--- config.mk ---
export PLATFORM = sky130hd
export DESIGN_NAME = alu_issue_ctrl
export DESIGN_NICKNAME = d
export VERILOG_FILES = /design/src/rtl/alu_pkg.sv /design/src/rtl/alu_regfile.sv /design/src/rtl/alu_issue_ctrl.sv
export SDC_FILE = /design/constraint.sdc
export NUM_CORES = 1
export LEC_CHECK = 0
export ABC_AREA = 1
export BUFFER_PORTS_ARGS = -buffer_cell sky130_fd_sc_hd__buf_2
export CELL_PAD_IN_SITES_DETAIL_PLACEMENT = 0
export CELL_PAD_IN_SITES_GLOBAL_PLACEMENT = 1
export CORE_MARGIN = 3
export CORE_UTILIZATION = 35
export CTS_BUF_LIST = sky130_fd_sc_hd__clkbuf_4 sky130_fd_sc_hd__clkbuf_8
export DETAILED_ROUTE_END_ITERATION = 6
export HOLD_SLACK_MARGIN = 0.03
export MAX_ROUTING_LAYER = met4
export PLACE_DENSITY_LB_ADDON = 0.15
export SYNTH_ARGS = -nofsm -noshare
export SYNTH_HDL_FRONTEND = slang
export SYNTH_SLANG_ARGS = --single-unit
--- constraint.sdc ---
create_clock -name clk -period 1.8 [get_ports clk]
set_input_delay 0.18 -clock clk [delete_from_list [all_inputs] [get_ports clk]]
set_output_delay 0.18 -clock clk [all_outputs]
set_load 0.02 [all_outputs]
--- src/rtl/alu_pkg.sv ---
// Shared definitions for the ALU issue/write-back controller: opcodes, FSM
// states, instruction field positions and status-flag bit indices.
package alu_pkg;

    localparam logic [3:0] OP_ADD     = 4'd0;
    localparam logic [3:0] OP_SUB     = 4'd1;
    localparam logic [3:0] OP_AND     = 4'd2;
    localparam logic [3:0] OP_OR      = 4'd3;
    localparam logic [3:0] OP_MOV     = 4'd4;
    localparam logic [3:0] OP_SHL     = 4'd5;
    localparam logic [3:0] OP_SHR     = 4'd6;
    localparam logic [3:0] OP_INC     = 4'd7;
    localparam logic [3:0] OP_DEC     = 4'd8;
    localparam logic [3:0] OP_ILLEGAL = 4'd9;
    localparam logic [3:0] OP_LDI     = 4'd15;

    typedef enum logic [1:0] {
        IDLE  = 2'd0,
        ISSUE = 2'd1,
        WRITE = 2'd2
    } state_t;

    // Instruction field LSB positions (16-bit word)
    localparam int F_OP_LO    = 12;
    localparam int F_RD_LO    = 10;
    localparam int F_RA_LO    = 8;
    localparam int F_RB_LO    = 6;
    localparam int F_WR_RD    = 5;
    localparam int F_WR_FLAGS = 4;
    localparam int F_IMM_LO   = 0;

    localparam int FLAG_C  = 3;
    localparam int FLAG_Z  = 2;
    localparam int FLAG_N  = 1;
    localparam int FLAG_OV = 0;

    function automatic logic is_alu_op(input logic [3:0] op);
        return op <= OP_DEC;
    endfunction

endpackage

--- src/rtl/alu_regfile.sv ---
// Small register file: combinational reads on two operand ports and a debug
// port, one clocked write port, every entry cleared by synchronous reset.
module alu_regfile #(
    parameter int DATA_W = 8,
    parameter int DEPTH  = 4,
    parameter int ADDR_W = 2
) (
    input  logic              clk,
    input  logic              rst,
    input  logic              we,
    input  logic [ADDR_W-1:0] wr_addr,
    input  logic [DATA_W-1:0] wr_data,
    input  logic [ADDR_W-1:0] ra_addr,
    output logic [DATA_W-1:0] ra_data,
    input  logic [ADDR_W-1:0] rb_addr,
    output logic [DATA_W-1:0] rb_data,
    input  logic [ADDR_W-1:0] dbg_addr,
    output logic [DATA_W-1:0] dbg_data
);

    logic [DEPTH*DATA_W-1:0] flat_rf;

    // One register per entry so every word can be reset in the same cycle
    generate
        for (genvar gi = 0; gi < DEPTH; gi++) begin : g_entry
            logic [DATA_W-1:0] entry_reg;

            always_ff @(posedge clk) begin
                if (rst) begin
                    entry_reg <= '0;
                end else if (we && (wr_addr == ADDR_W'(gi))) begin
                    entry_reg <= wr_data;
                end
            end

            assign flat_rf[gi*DATA_W +: DATA_W] = entry_reg;
        end
    endgenerate

    assign ra_data  = flat_rf[ra_addr*DATA_W +: DATA_W];
    assign rb_data  = flat_rf[rb_addr*DATA_W +: DATA_W];
    assign dbg_data = flat_rf[dbg_addr*DATA_W +: DATA_W];

endmodule

--- src/rtl/alu_issue_ctrl.sv ---
// Issue/write-back controller feeding an external combinational ALU: decodes
// one instruction per three cycles, registers operands, writes results back.
module alu_issue_ctrl
    import alu_pkg::*;
#(
    parameter int DATA_W  = 8,
    parameter int INSTR_W = 16
) (
    input  logic               clk,
    input  logic               rst,
    input  logic               instr_valid,
    output logic               instr_ready,
    input  logic [INSTR_W-1:0] instr,
    output logic [DATA_W-1:0]  alu_a,
    output logic [DATA_W-1:0]  alu_b,
    output logic [3:0]         alu_op,
    input  logic [DATA_W-1:0]  alu_result,
    input  logic               alu_c,
    input  logic               alu_z,
    input  logic               alu_n,
    input  logic               alu_ov,
    output logic [3:0]         flags,
    output logic               done_valid,
    output logic [DATA_W-1:0]  done_result,
    output logic               done_err,
    input  logic [1:0]         dbg_addr,
    output logic [DATA_W-1:0]  dbg_data
);

    state_t            state_reg;
    logic [DATA_W-1:0] alu_a_reg;
    logic [DATA_W-1:0] alu_b_reg;
    logic [3:0]        alu_op_reg;
    logic [DATA_W-1:0] res_q;
    logic [3:0]        flg_q;
    logic [3:0]        flags_reg;
    logic [1:0]        rd_q;
    logic              wr_rd_q;
    logic              wr_flags_q;
    logic              err_q;
    logic              done_valid_reg;

    logic [3:0]        f_op;
    logic [1:0]        f_rd;
    logic [1:0]        f_ra;
    logic [1:0]        f_rb;
    logic [DATA_W-1:0] f_imm;
    logic [DATA_W-1:0] ra_data;
    logic [DATA_W-1:0] rb_data;
    logic [3:0]        flg_next;
    logic              accept;
    logic              rf_we;

    assign f_op  = instr[F_OP_LO +: 4];
    assign f_rd  = instr[F_RD_LO +: 2];
    assign f_ra  = instr[F_RA_LO +: 2];
    assign f_rb  = instr[F_RB_LO +: 2];
    assign f_imm = DATA_W'(instr[F_IMM_LO +: 8]);

    always_comb begin
        flg_next          = '0;
        flg_next[FLAG_C]  = alu_c;
        flg_next[FLAG_Z]  = alu_z;
        flg_next[FLAG_N]  = alu_n;
        flg_next[FLAG_OV] = alu_ov;
    end

    assign instr_ready = (state_reg == IDLE) && !rst;
    assign accept      = instr_valid && instr_ready;
    assign rf_we       = (state_reg == WRITE) && wr_rd_q;

    alu_regfile #(
        .DATA_W (DATA_W),
        .DEPTH  (4),
        .ADDR_W (2)
    ) u_regfile (
        .clk      (clk),
        .rst      (rst),
        .we       (rf_we),
        .wr_addr  (rd_q),
        .wr_data  (res_q),
        .ra_addr  (f_ra),
        .ra_data  (ra_data),
        .rb_addr  (f_rb),
        .rb_data  (rb_data),
        .dbg_addr (dbg_addr),
        .dbg_data (dbg_data)
    );

    always_ff @(posedge clk) begin
        if (rst) begin
            state_reg      <= IDLE;
            alu_a_reg      <= '0;
            alu_b_reg      <= '0;
            alu_op_reg     <= '0;
            res_q          <= '0;
            flg_q          <= '0;
            flags_reg      <= '0;
            rd_q           <= '0;
            wr_rd_q        <= 1'b0;
            wr_flags_q     <= 1'b0;
            err_q          <= 1'b0;
            done_valid_reg <= 1'b0;
        end else begin
            case (state_reg)
                IDLE: begin
                    done_valid_reg <= 1'b0;
                    if (accept) begin
                        state_reg <= ISSUE;
                        rd_q      <= f_rd;
                        if (f_op == OP_LDI) begin
                            alu_a_reg  <= f_imm;
                            alu_b_reg  <= '0;
                            alu_op_reg <= OP_MOV;
                            wr_rd_q    <= 1'b1;
                            wr_flags_q <= 1'b0;
                            err_q      <= 1'b0;
                        end else if (is_alu_op(f_op)) begin
                            alu_a_reg  <= ra_data;
                            alu_b_reg  <= rb_data;
                            alu_op_reg <= f_op;
                            wr_rd_q    <= instr[F_WR_RD];
                            wr_flags_q <= instr[F_WR_FLAGS];
                            err_q      <= 1'b0;
                        end else begin
                            alu_a_reg  <= '0;
                            alu_b_reg  <= '0;
                            alu_op_reg <= OP_ILLEGAL;
                            wr_rd_q    <= 1'b0;
                            wr_flags_q <= 1'b0;
                            err_q      <= 1'b1;
                        end
                    end
                end
                ISSUE: begin
                    // ALU has had a full cycle to settle on the registered operands
                    res_q          <= alu_result;
                    flg_q          <= flg_next;
                    done_valid_reg <= 1'b1;
                    state_reg      <= WRITE;
                end
                WRITE: begin
                    if (wr_flags_q) begin
                        flags_reg <= flg_q;
                    end
                    done_valid_reg <= 1'b0;
                    state_reg      <= IDLE;
                end
                default: begin
                    done_valid_reg <= 1'b0;
                    state_reg      <= IDLE;
                end
            endcase
        end
    end

    // A reset arriving during WRITE cancels the completion that cycle
    assign done_valid  = done_valid_reg && !rst;
    assign done_err    = done_valid && err_q;
    assign done_result = res_q;
    assign flags       = flags_reg;
    assign alu_a       = alu_a_reg;
    assign alu_b       = alu_b_reg;
    assign alu_op      = alu_op_reg;

endmodule

==> results of run 1 <==
-- stage by stage --
| stage | setup slack [ps] | std cells |
|---|---|---|
| after floorplan | 528 | 593 |
| after global placement | 355 | 785 |
| after detailed placement | 308 | 785 |
| after CTS | 174 | 801 |
| after global routing | 84.6 | 801 |
| final | 190 | 801 |
-- cell families (layout without fill, tap and decap cells) --
family | after synthesis | after routing | share of synthesized area [%]
AOI/OAI and AO/OA | 75 | 75 | 10.3
buffers and inverters | 69 | 141 | 7.73
DFF | 76 | 76 | 40.9
and+or+nand+nor | 373 | 373 | 41.1
-- per-layer routing --
metal / share of wire [%] / up-vias
met3: 5.6 / 19
met5: 0 / -
met1: 48 / 1702
li1: - / 1991
met2: 44 / 91
met4: 2.0 / 0
-- critical path, cell delays in order (launching register included) --
cell and delay (ps):
dfxtp_1 340, inv_1 90, o21ai_0 160, a21oi_1 60, a21oi_1 220, buf_2 210
-- cell usage after synthesis, drive strengths merged --
| cell type | number | area, um2 |
|---|---|---|
| clkinv | 1 | 5.00 |
| o21ai | 38 | 190 |
| nor2 | 135 | 517 |
| inv | 40 | 150 |
| dfxtp | 76 | 1520 |
| and3 | 1 | 6.26 |
| o22ai | 6 | 37.5 |
| nand2 | 192 | 731 |
| nor3 | 4 | 65.1 |
| nand3 | 41 | 210 |
| a21oi | 31 | 155 |
| clkbuf | 13 | 48.8 |
| buf | 15 | 83.8 |
-- layout by cell type (no fill, tap or decap) --
cell type / n
dfxtp_1: 76
nand2_2: 1
nand3_1: 40
nor2_1: 133
nand2_1: 190
nor3_4: 4
inv_1: 33
o21ai_1: 11
clkbuf_8: 10
buf_4: 9
nand2_4: 1
clkbuf_4: 2
o22ai_1: 6
nand3_2: 1
inv_2: 7
nor2_2: 1
clkinv_2: 3
nor2_4: 1
clkinvlp_4: 2
buf_2: 75
and3_1: 1
o21ai_0: 27
a21oi_1: 31
-- final timing paths --
kind / endpoint / slack, ps / cells after the start
setup reg to reg: u_regfile.g_entry[3].entry_reg[2]$_SDFFE_PP0P_ / 320 / 7
hold reg to reg: alu_op[1]$_SDFFE_PP0P_ / 460 / 2
setup / recovery: dbg_data[6] / 190 / 5
hold / removal: flg_q[2]$_SDFFE_PP0P_ / 50 / 3
-- final cells by class --
class                   count  area (um2)
repair buffers             84         443
flip-flops and latches     76        1520
fillers                  1153        5940
inverters                  41         155
clock buffers              12         153
multi-input cells         448        1910
well taps                 136         170
clock inverters             4        25.0
-- report_power, final --
group	total [mW]	internal, mW	switching [mW]
Clock	1.20	0.565	0.632
Combinational	0.461	0.145	0.315
Sequential	1.76	1.73	0.0322
==> summary.txt, run 1 <==
Timing
  • Slew HR: 62.9%
  • Finish-stage setup viols: 0
  • Hold_ws: 53.9 ps
  • RSZ-0062 raised after global routing: no
  • Slew @ Worst Pin: 555 ps
  • Fmax: 0.621 GHz
  • Max Clock Skew: 6.72 ps
  • Hold Fails Final Rpt: 0
  • Max Transition Viols Final: 0
  • Crit path time final: 1610 ps
  • Tcrit/Tclk final: 89.4%
  • Fin Setup TNS: 0 ps

Cells and area
  • Area growth syn-to-layout: 17.7%
  • ANT cells: 0
  • Post-layout util: 42.4%
  • Final non-filler cell area: 0.00438 mm2
  • Nets: 693
  • Layout cells sized above 1: 17.6%
  • Max reg flops: 32

Setup path
  • WP data arrival: 1430 ps
  • Worst Setup Path Type: register to output pin
  • Startpoint Class: register
  • CP endpoint kind: output pin
  • CP Max Fanout: 3
  • CP startpoint: u_regfile.g_entry[1].entry_reg[6]$_SDFFE_PP0P_
  • Critical R2R Launch: state_reg[1]$_SDFFE_PP0P_
  • Worst EP required: 1620 ps

Global routing
  • Pin count of the biggest net entering global routing: 49
  • Number of global-route vias before repair: 3581
  • Initial antenna violation count: 0
  • Global route overflow: 0
  • Met1 Track Usage GR: 26.4%
  • Gr busiest metal: met2
  • Routing usage on met3: 4.44%
  • First-pass GRT wire length: 17900 um
  • Global Route met2 Usage: 30.5%
  • GRT Util Overall: 20.0%

CTS
  • Post-CTS setup buffer count: 0
  • Post-CTS Resized: 0
  • Number of H-tree levels: 3
  • Clock Tree Buf Depth: 2
  • Worst skew pair latency: 350 ps
  • CTS buffer count: 9
  • Clock sinks: 76
  • Clock-pin slew on the worst setup and hold paths: 80 ps
  • Hold_buf cts: 0
  • CTS tree: yes
  • Root Buffer: clkbuf_8

Yosys
  • Syn Nets: 626
  • Synth unique cells: 23
  • Warnings, synthesis: 0
  • Seq/Total Area, Yosys: 40.9%
  • Cell count after synthesis: 593
  • Synth Cell Area: 0.00372 mm2
  • Seq cells post-synth: 76
  • Mapped Avg Cell Area: 6.27 um2

Hold path
  • Critical hold path startpoint: alu_z
  • Hold Crit Class: input pin to register

Die
  • DIE AREA: 0.0119 mm2
  • Core area: 0.0103 mm2
  • Starting density of the core: 36.0%
  • Chip Width: 109 um
  • I/O Pins: 76
  • Die Y: 109 um
  • Site row count: 37

Detailed routing
  • Drt wl/cell: 13.6 um
  • Final WL: 10900 um
  • Antenna-violating nets left: 0
  • DR vias/cell: 4.75
  • DRC viols: 0
  • DRT Pass-1 Iters: 5
  • Initial drt markers: 227
  • Via count: 3803

Placement
  • Buffers on Ports: 75
  • GP Congestion: 0.828
  • Placed inst area: 0.00420 mm2
  • DP HPWL: 7870 um

Power and ir drop
  • IR drop worst, VDD: 0.000407 V
  • Lkg Pwr: 1.99 nW
  • Total power: 3.42 mW
  • Power per cell area: 781 mW/mm2

Run
  • Max-cap viol count: 0

Status
  • Run status: finished, final reports clean
(Power assumes the default switching activity.)
==> run 2: changes to the inputs <==
==> constraint.sdc (replaced) <==
create_clock -name clk -period 1.4 [get_ports clk]
set_input_delay 0.14 -clock clk [delete_from_list [all_inputs] [get_ports clk]]
set_output_delay 0.14 -clock clk [all_outputs]
set_load 0.02 [all_outputs]
==> summary.txt, run 2 (synthesis results as in run 1) <==
Cells and area
  • Final non-filler cell area: 0.00469 mm2 (+7.0%)
  • Layout cells sized above 1: 23.9% (+6.3 points)
  • Nets: 711 (+2.6%)
  • Most common cell after layout, fill and taps aside: nand2_1
  • Most frequent cells in the layout: 190 x nand2_1, 132 x nor2_1, 70 x buf_2, 52 x dfxtp_1, 40 x nand3_1
  • ANT cells: 0 (unchanged)
  • Filler Cells Inserted: 1137 (-1.4%)
  • Non-Filler Instances: 819 (+2.2%)
  • Area growth syn-to-layout: 25.9%
  • Max reg flops: 32 (unchanged)

CTS
  • Worst skew pair latency: 360 ps (about the same)
  • CTS tree: yes
  • Clock sinks: 76 (unchanged)
  • Clock-pin slew on the worst setup and hold paths: 70 ps (about the same)
  • Clock Tree Buf Depth: 2 (unchanged)
  • Root Buffer: clkbuf_8
  • Number of H-tree levels: 3 (unchanged)
  • CTS buffer count: 9 (unchanged)

Setup path
  • Worst EP required: 1260 ps (-360 ps)
  • Critical path's top delay family: flip-flops
  • Critical Path Max Stage Delay: 360 ps (+20 ps)
  • CP endpoint kind: output pin
  • Worst Path Buf+Inv: 2 (unchanged)
  • R2R depth: 8 (+1)
  • Reg-to-Reg End: u_regfile.g_entry[0].entry_reg[0]$_SDFFE_PP0P_
  • R2r setup slk: 120 ps (-200 ps)
  • Worst Setup Path Type: register to output pin
  • WP data arrival: 1220 ps (-210 ps)
  • CP dominant cell by count: a21oi_2
  • Crit path max-delay cell type: dfxtp_2
  • Critical R2R Launch: state_reg[1]$_SDFFE_PP0P_
  • CP Max Fanout: 2 (-1)
  • Startpoint Class: register
  • Crit path cell chain: inv_4 -> o21ai_2 -> a21oi_2 -> a21oi_2 -> buf_6

Global routing
  • Global route overflow: 0 (unchanged)
  • Initial antenna violation count: 0 (unchanged)
  • Number of global-route vias before repair: 3633 (+1.5%)
  • GRT Util Overall: 21.1% (+1.0 points)
  • First-pass GRT wire length: 18500 um (+3.3%)
  • Pin count of the biggest net entering global routing: 49 (unchanged)

Run
  • Max-cap viol count: 0 (unchanged)

Placement
  • GP Congestion: 0.801 (-3.3%)
  • Place WS: 130 ps (-178 ps)
  • DP HPWL: 8100 um (+3.0%)
  • Placed inst area: 0.00435 mm2 (+3.5%)
  • Placed cell count: 796 (+1.4%)
  • Buffers on Ports: 75 (unchanged)

Detailed routing
  • DRC viols: 0 (unchanged)
  • DR vias/cell: 4.68 (-1.5%)
  • DRT Pass-1 Iters: 4 (-1)
  • Drt wl/cell: 13.6 um (+0.36%)
  • Final WL: 11200 um (+2.6%)
  • Via count: 3831 (+0.74%)
  • Antenna-violating nets left: 0 (unchanged)
  • Initial drt markers: 287 (+26%)

Die
  • Site row count: 37 (unchanged)
  • I/O Pins: 76 (unchanged)
  • Starting density of the core: 36.0% (unchanged)
  • Chip Width: 109 um (unchanged)
  • Core area: 0.0103 mm2 (unchanged)
  • Die Y: 109 um (unchanged)
  • DIE AREA: 0.0119 mm2 (unchanged)

Timing
  • Max Transition Viols Final: 0 (unchanged)
  • Fmax: 0.734 GHz
  • Max Clock Skew: 11.8 ps (+5.09 ps)
  • Hold Fails Final Rpt: 0 (unchanged)
  • Slew HR: 76.4% (+14 points)
  • Crit path time final: 1360 ps
  • Slew @ Worst Pin: 354 ps (-201 ps)
  • Worst setup margin: 37.0 ps (-153 ps)
  • RSZ-0062 raised after global routing: yes
  • Finish-stage setup viols: 0 (unchanged)
  • Tcrit/Tclk final: 97.4%

Hold path
  • Critical hold path startpoint: alu_result[2]
  • Hold Crit Class: input pin to register
  • Hold Path Stages: 3 (unchanged)
  • Worst Hold End: done_result[2]$_SDFFE_PP0P_

Power and ir drop
  • Power per cell area: 977 mW/mm2 (+25%)
  • IR drop worst, VDD: 0.000450 V (+11%)
  • Lkg Pwr: 2.11 nW (+6.5%)

Status
  • Run status: finished, final reports clean
[run 2: changes by cell type in the layout (fill, tap and decap cells not counted), moves of 3 or more]
cell           before  now
inv_1              33   30
buf_12              0    5
dfxtp_4             0    6
dfxtp_2             0   18
o21ai_0            27   23
buf_4               9   22
a21oi_2             0    3
a21oi_1            31   28
dfxtp_1            76   52
buf_2              75   70
dlygate4sd3_1       0    4
o21ai_1            11   14
[run 2: final cells by class]
class                   count  area, um2  share of cell area (%)
clock buffers              11        139                    2.96
clock inverters             5       52.6                    1.12
inverters                  41        161                    3.44
multi-input cells         448       1930                    41.2
flip-flops and latches     76       1570                    33.4
well taps                 136        170                    3.63
repair buffers            102        667                    14.2
[run 2: metal layers]
metal  routed length, um  track usage [%]  share of wire, %  up-vias
met1                5340             27.5                48     1718
met3                 572             5.33               5.1        7
met2                5150             32.5                46       77
li1                    -                -                 -     2029
met4                 105             5.50              0.94        0
met5                   0                -                 0        -
[run 2: worst max path at each step]
stage                                                        start                                             end  slack (ps)  depth (start not counted)
floorplan                                state_reg[1]$_SDFFE_PP0P_  u_regfile.g_entry[0].entry_reg[7]$_SDFFE_PP0P_         130                          8
global placement                                       dbg_addr[0]                                     dbg_data[0]         130                          6
detailed placement                                     dbg_addr[0]                                     dbg_data[0]         130                          6
CTS                 u_regfile.g_entry[1].entry_reg[6]$_SDFFE_PP0P_                                     dbg_data[6]         -10                          5
global route        u_regfile.g_entry[1].entry_reg[6]$_SDFFE_PP0P_                                     dbg_data[6]         -30                          5
finish              u_regfile.g_entry[1].entry_reg[6]$_SDFFE_PP0P_                                     dbg_data[6]          40                          5
[run 2: metrics by stage]
stage,utilization [%],total power [mW],hold slack (ps),TNS [ps]
after floorplan,-,2.71,275,0
after global placement,42.1,2.94,364,0
after detailed placement,42.1,2.94,374,0
after CTS,44.6,4.64,38.8,-20.0
after global routing,45.4,4.83,46.8,-70.2
final,45.4,4.58,55.6,0
[run 2: power by group]
part	switching, mW	total (mW)	internal (mW)	leakage [nW]
combinational	0.422	0.649	0.227	1.38
clock	0.825	1.68	0.855	0.0999
sequential	0.0397	2.25	2.21	0.631
[run 2: worst min-delay path, cell delays in order]
cell and delay, ps:
buf_2 70, o21ai_1 60, a21oi_1 100
[run 2: repair_timing]
| action | 4_1_cts | 5_1_grt |
|---|---|---|
| setup buffers | 1 | 2 |
| pin swaps | 2 | 2 |
| resized for setup | 16 | 33 |
| hold buffers | 4 | 0 |
| gates cloned | 0 | 0 |
| endpoints found under the hold margin | 4 | 0 |
| setup endpoints to repair | 8 | 13 |
==> run 3: changes to the inputs <==
--- a/config.mk
+++ b/config.mk
@@ -6,13 +6,11 @@
 export NUM_CORES = 1
 export LEC_CHECK = 0
 export ABC_AREA = 1
-export BUFFER_PORTS_ARGS = -buffer_cell sky130_fd_sc_hd__buf_2
-export CELL_PAD_IN_SITES_DETAIL_PLACEMENT = 0
-export CELL_PAD_IN_SITES_GLOBAL_PLACEMENT = 1
 export CORE_MARGIN = 3
 export CORE_UTILIZATION = 35
 export CTS_BUF_LIST = sky130_fd_sc_hd__clkbuf_4 sky130_fd_sc_hd__clkbuf_8
 export DETAILED_ROUTE_END_ITERATION = 6
+export DONT_BUFFER_PORTS = 1
 export HOLD_SLACK_MARGIN = 0.03
 export MAX_ROUTING_LAYER = met4
 export PLACE_DENSITY_LB_ADDON = 0.15
==> summary.txt, run 3 (synthesis results as in run 1) <==
Status
  • Run status: complete, but fails checks
  • Failing checks: setup timing

Die
  • DIE AREA: 0.0119 mm2 (unchanged)
  • Chip Width: 109 um (unchanged)
  • Core area: 0.0103 mm2 (unchanged)
  • Site row count: 37 (unchanged)
  • I/O Pins: 76 (unchanged)
  • Die Y: 109 um (unchanged)
  • Starting density of the core: 36.0% (unchanged)

Detailed routing
  • DRT Pass-1 Iters: 5 (+1)
  • Final WL: 10700 um (-3.9%)
  • Initial drt markers: 228 (-21%)
  • DR vias/cell: 4.92 (+5.2%)
  • Antenna-violating nets left: 0 (unchanged)
  • Drt wl/cell: 14.1 um (+3.1%)
  • DRC viols: 0 (unchanged)
  • Via count: 3755 (-2.0%)

Power and ir drop
  • Lkg Pwr: 1.86 nW (-12%)
  • Internal Power: 3.49 mW (+5.9%)
  • IR drop worst, VDD: 0.000520 V (+15%)
  • Total power: 4.77 mW (+4.2%)
  • Clk pwr share: 40.7% (+4.0 points)
  • Gate power share: 10.9% (-3.3 points)
  • Switching part of the total: 26.9% (-1.2 points)
  • Power per cell area: 1060 mW/mm2 (+8.0%)
  • Reg power frac: 48.4% (-0.7 points)
  • Switching Power: 1.29 mW (-0.13%)

Timing
  • Finish-stage setup viols: 1 (+1)
  • Hold_ws: 59.8 ps (+4.23 ps)
  • Crit path time final: 1400 ps (+38.9 ps)
  • RSZ-0062 raised after global routing: yes
  • Fmax: 0.713 GHz (-2.8%)
  • Max Transition Viols Final: 0 (unchanged)
  • Slew HR: 34.6% (-42 points)
  • Max Clock Skew: 10.9 ps (-0.906 ps)
  • Worst setup margin: -1.85 ps (-38.9 ps)
  • Tcrit/Tclk final: 100% (+2.8 points)
  • Hold Fails Final Rpt: 0 (unchanged)
  • Slew @ Worst Pin: 977 ps (+623 ps)

Setup path
  • Worst Setup Path Type: register to output pin
  • Startpoint Class: register
  • Worst EP required: 1260 ps (about the same)
  • CP Max Fanout: 3 (+1)
  • WP data arrival: 1260 ps (+40 ps)
  • CP endpoint kind: output pin

CTS
  • Clock Tree Buf Depth: 2 (unchanged)
  • Worst skew pair latency: 360 ps (about the same)
  • CTS buffer count: 9 (unchanged)
  • Clock-pin slew on the worst setup and hold paths: 90 ps (+20 ps)
  • Number of H-tree levels: 3 (unchanged)
  • CTS tree: yes
  • Root Buffer: clkbuf_8
  • Clock sinks: 76 (unchanged)

Cells and area
  • Most common cell after layout, fill and taps aside: nand2_1
  • Max reg flops: 32 (unchanged)
  • Layout cells sized above 1: 12.8% (-11 points)
  • Post-layout util: 43.8% (-1.6 points)
  • Nets: 655 (-7.9%)
  • Final non-filler cell area: 0.00452 mm2 (-3.6%)
  • Most frequent cells in the layout: 190 x nand2_1, 131 x nor2_1, 59 x dfxtp_1, 40 x nand3_1, 31 x inv_1
  • Area growth syn-to-layout: 21.5%
  • ANT cells: 0 (unchanged)

Global routing
  • Global route overflow: 0 (unchanged)
  • GRT Util Overall: 19.1% (-2.0 points)
  • First-pass GRT wire length: 17100 um (-7.8%)
  • Initial antenna violation count: 0 (unchanged)
  • Number of global-route vias before repair: 3285 (-9.6%)
  • Pin count of the biggest net entering global routing: 45 (-8.2%)

Placement
  • Buffers on Ports: 0 (-100%)
  • Placed inst area: 0.00397 mm2 (-8.6%)
  • DP HPWL: 7500 um (-7.4%)
  • GP Congestion: 0.855 (+6.7%)

Hold path
  • Hold Crit Class: input pin to register

Run
  • Max-cap viol count: 0 (unchanged)
-- run 3: power by group through the flow --
stage	Clock, mW	Combinational [mW]	Sequential (mW)
5_1_grt	2.10	0.589	2.32
6_report	1.94	0.520	2.31
4_1_cts	1.99	0.514	2.31
3_3_place_gp	0	0.435	2.36
2_1_floorplan	0	0.353	2.35
3_5_place_dp	0	0.441	2.36
-- run 3: worst max-delay path, cell delays in order (launching register included) --
cell and delay (ps):
dfxtp_2 350, inv_2 60, o21ai_2 100, a21oi_1 60, a21oi_2 190, buf_6 150
-- run 3: area by class of cell --
cell class / instances / area, um2
Multi-Input combinational cell: 448 / 1940
Fill cell: 1103 / 5800
Clock inverter: 6 / 93.8
Sequential cell: 76 / 1550
Timing Repair Buffer: 46 / 475
Tap cell: 136 / 170
Inverter: 41 / 155
Clock buffer: 10 / 138
-- run 3: per-layer routing --
| layer | routed length, um | up-vias | GRT usage (%) | part of all wire (%) |
|---|---|---|---|---|
| li1 | - | 1913 | - | - |
| met1 | 4880 | 1706 | 25.2 | 45 |
| met2 | 4970 | 123 | 28.5 | 46 |
| met3 | 710 | 13 | 4.80 | 6.6 |
| met4 | 164 | 0 | 6.40 | 1.5 |
| met5 | 0 | - | - | 0 |
-- run 3: metrics by stage --
step,TNS [ps],cells,setup WS [ps]
floorplan,0,593,128
global placement,0,721,174
detailed placement,0,721,139
CTS,-9.39,762,-9.39
global route,-142,763,-49.9
finish,-1.85,763,-1.85
-- run 3: worst paths after layout --
kind | start | endpoint | slack, ps | depth (start not counted)
max | u_regfile.g_entry[1].entry_reg[6]$_SDFFE_PP0P_ | dbg_data[6] | -2 | 5
max reg2reg | state_reg[1]$_SDFFE_PP0P_ | alu_a[1]$_SDFFE_PP0P_ | 140 | 7
min reg2reg | err_q$_SDFFE_PP0P_ | err_q$_SDFFE_PP0P_ | 480 | 2
min | instr[5] | alu_a[5]$_SDFFE_PP0P_ | 60 | 4
-- run 3: timing repair --
item | 4_1_cts | 5_1_grt
resized for setup | 16 | 18
hold buffers | 24 | 0
setup endpoints to repair | 6 | 15
hold endpoints to repair | 43 | 0
gates cloned | 0 | 0
buffers inserted | 1 | 1
pin swaps | 2 | 3
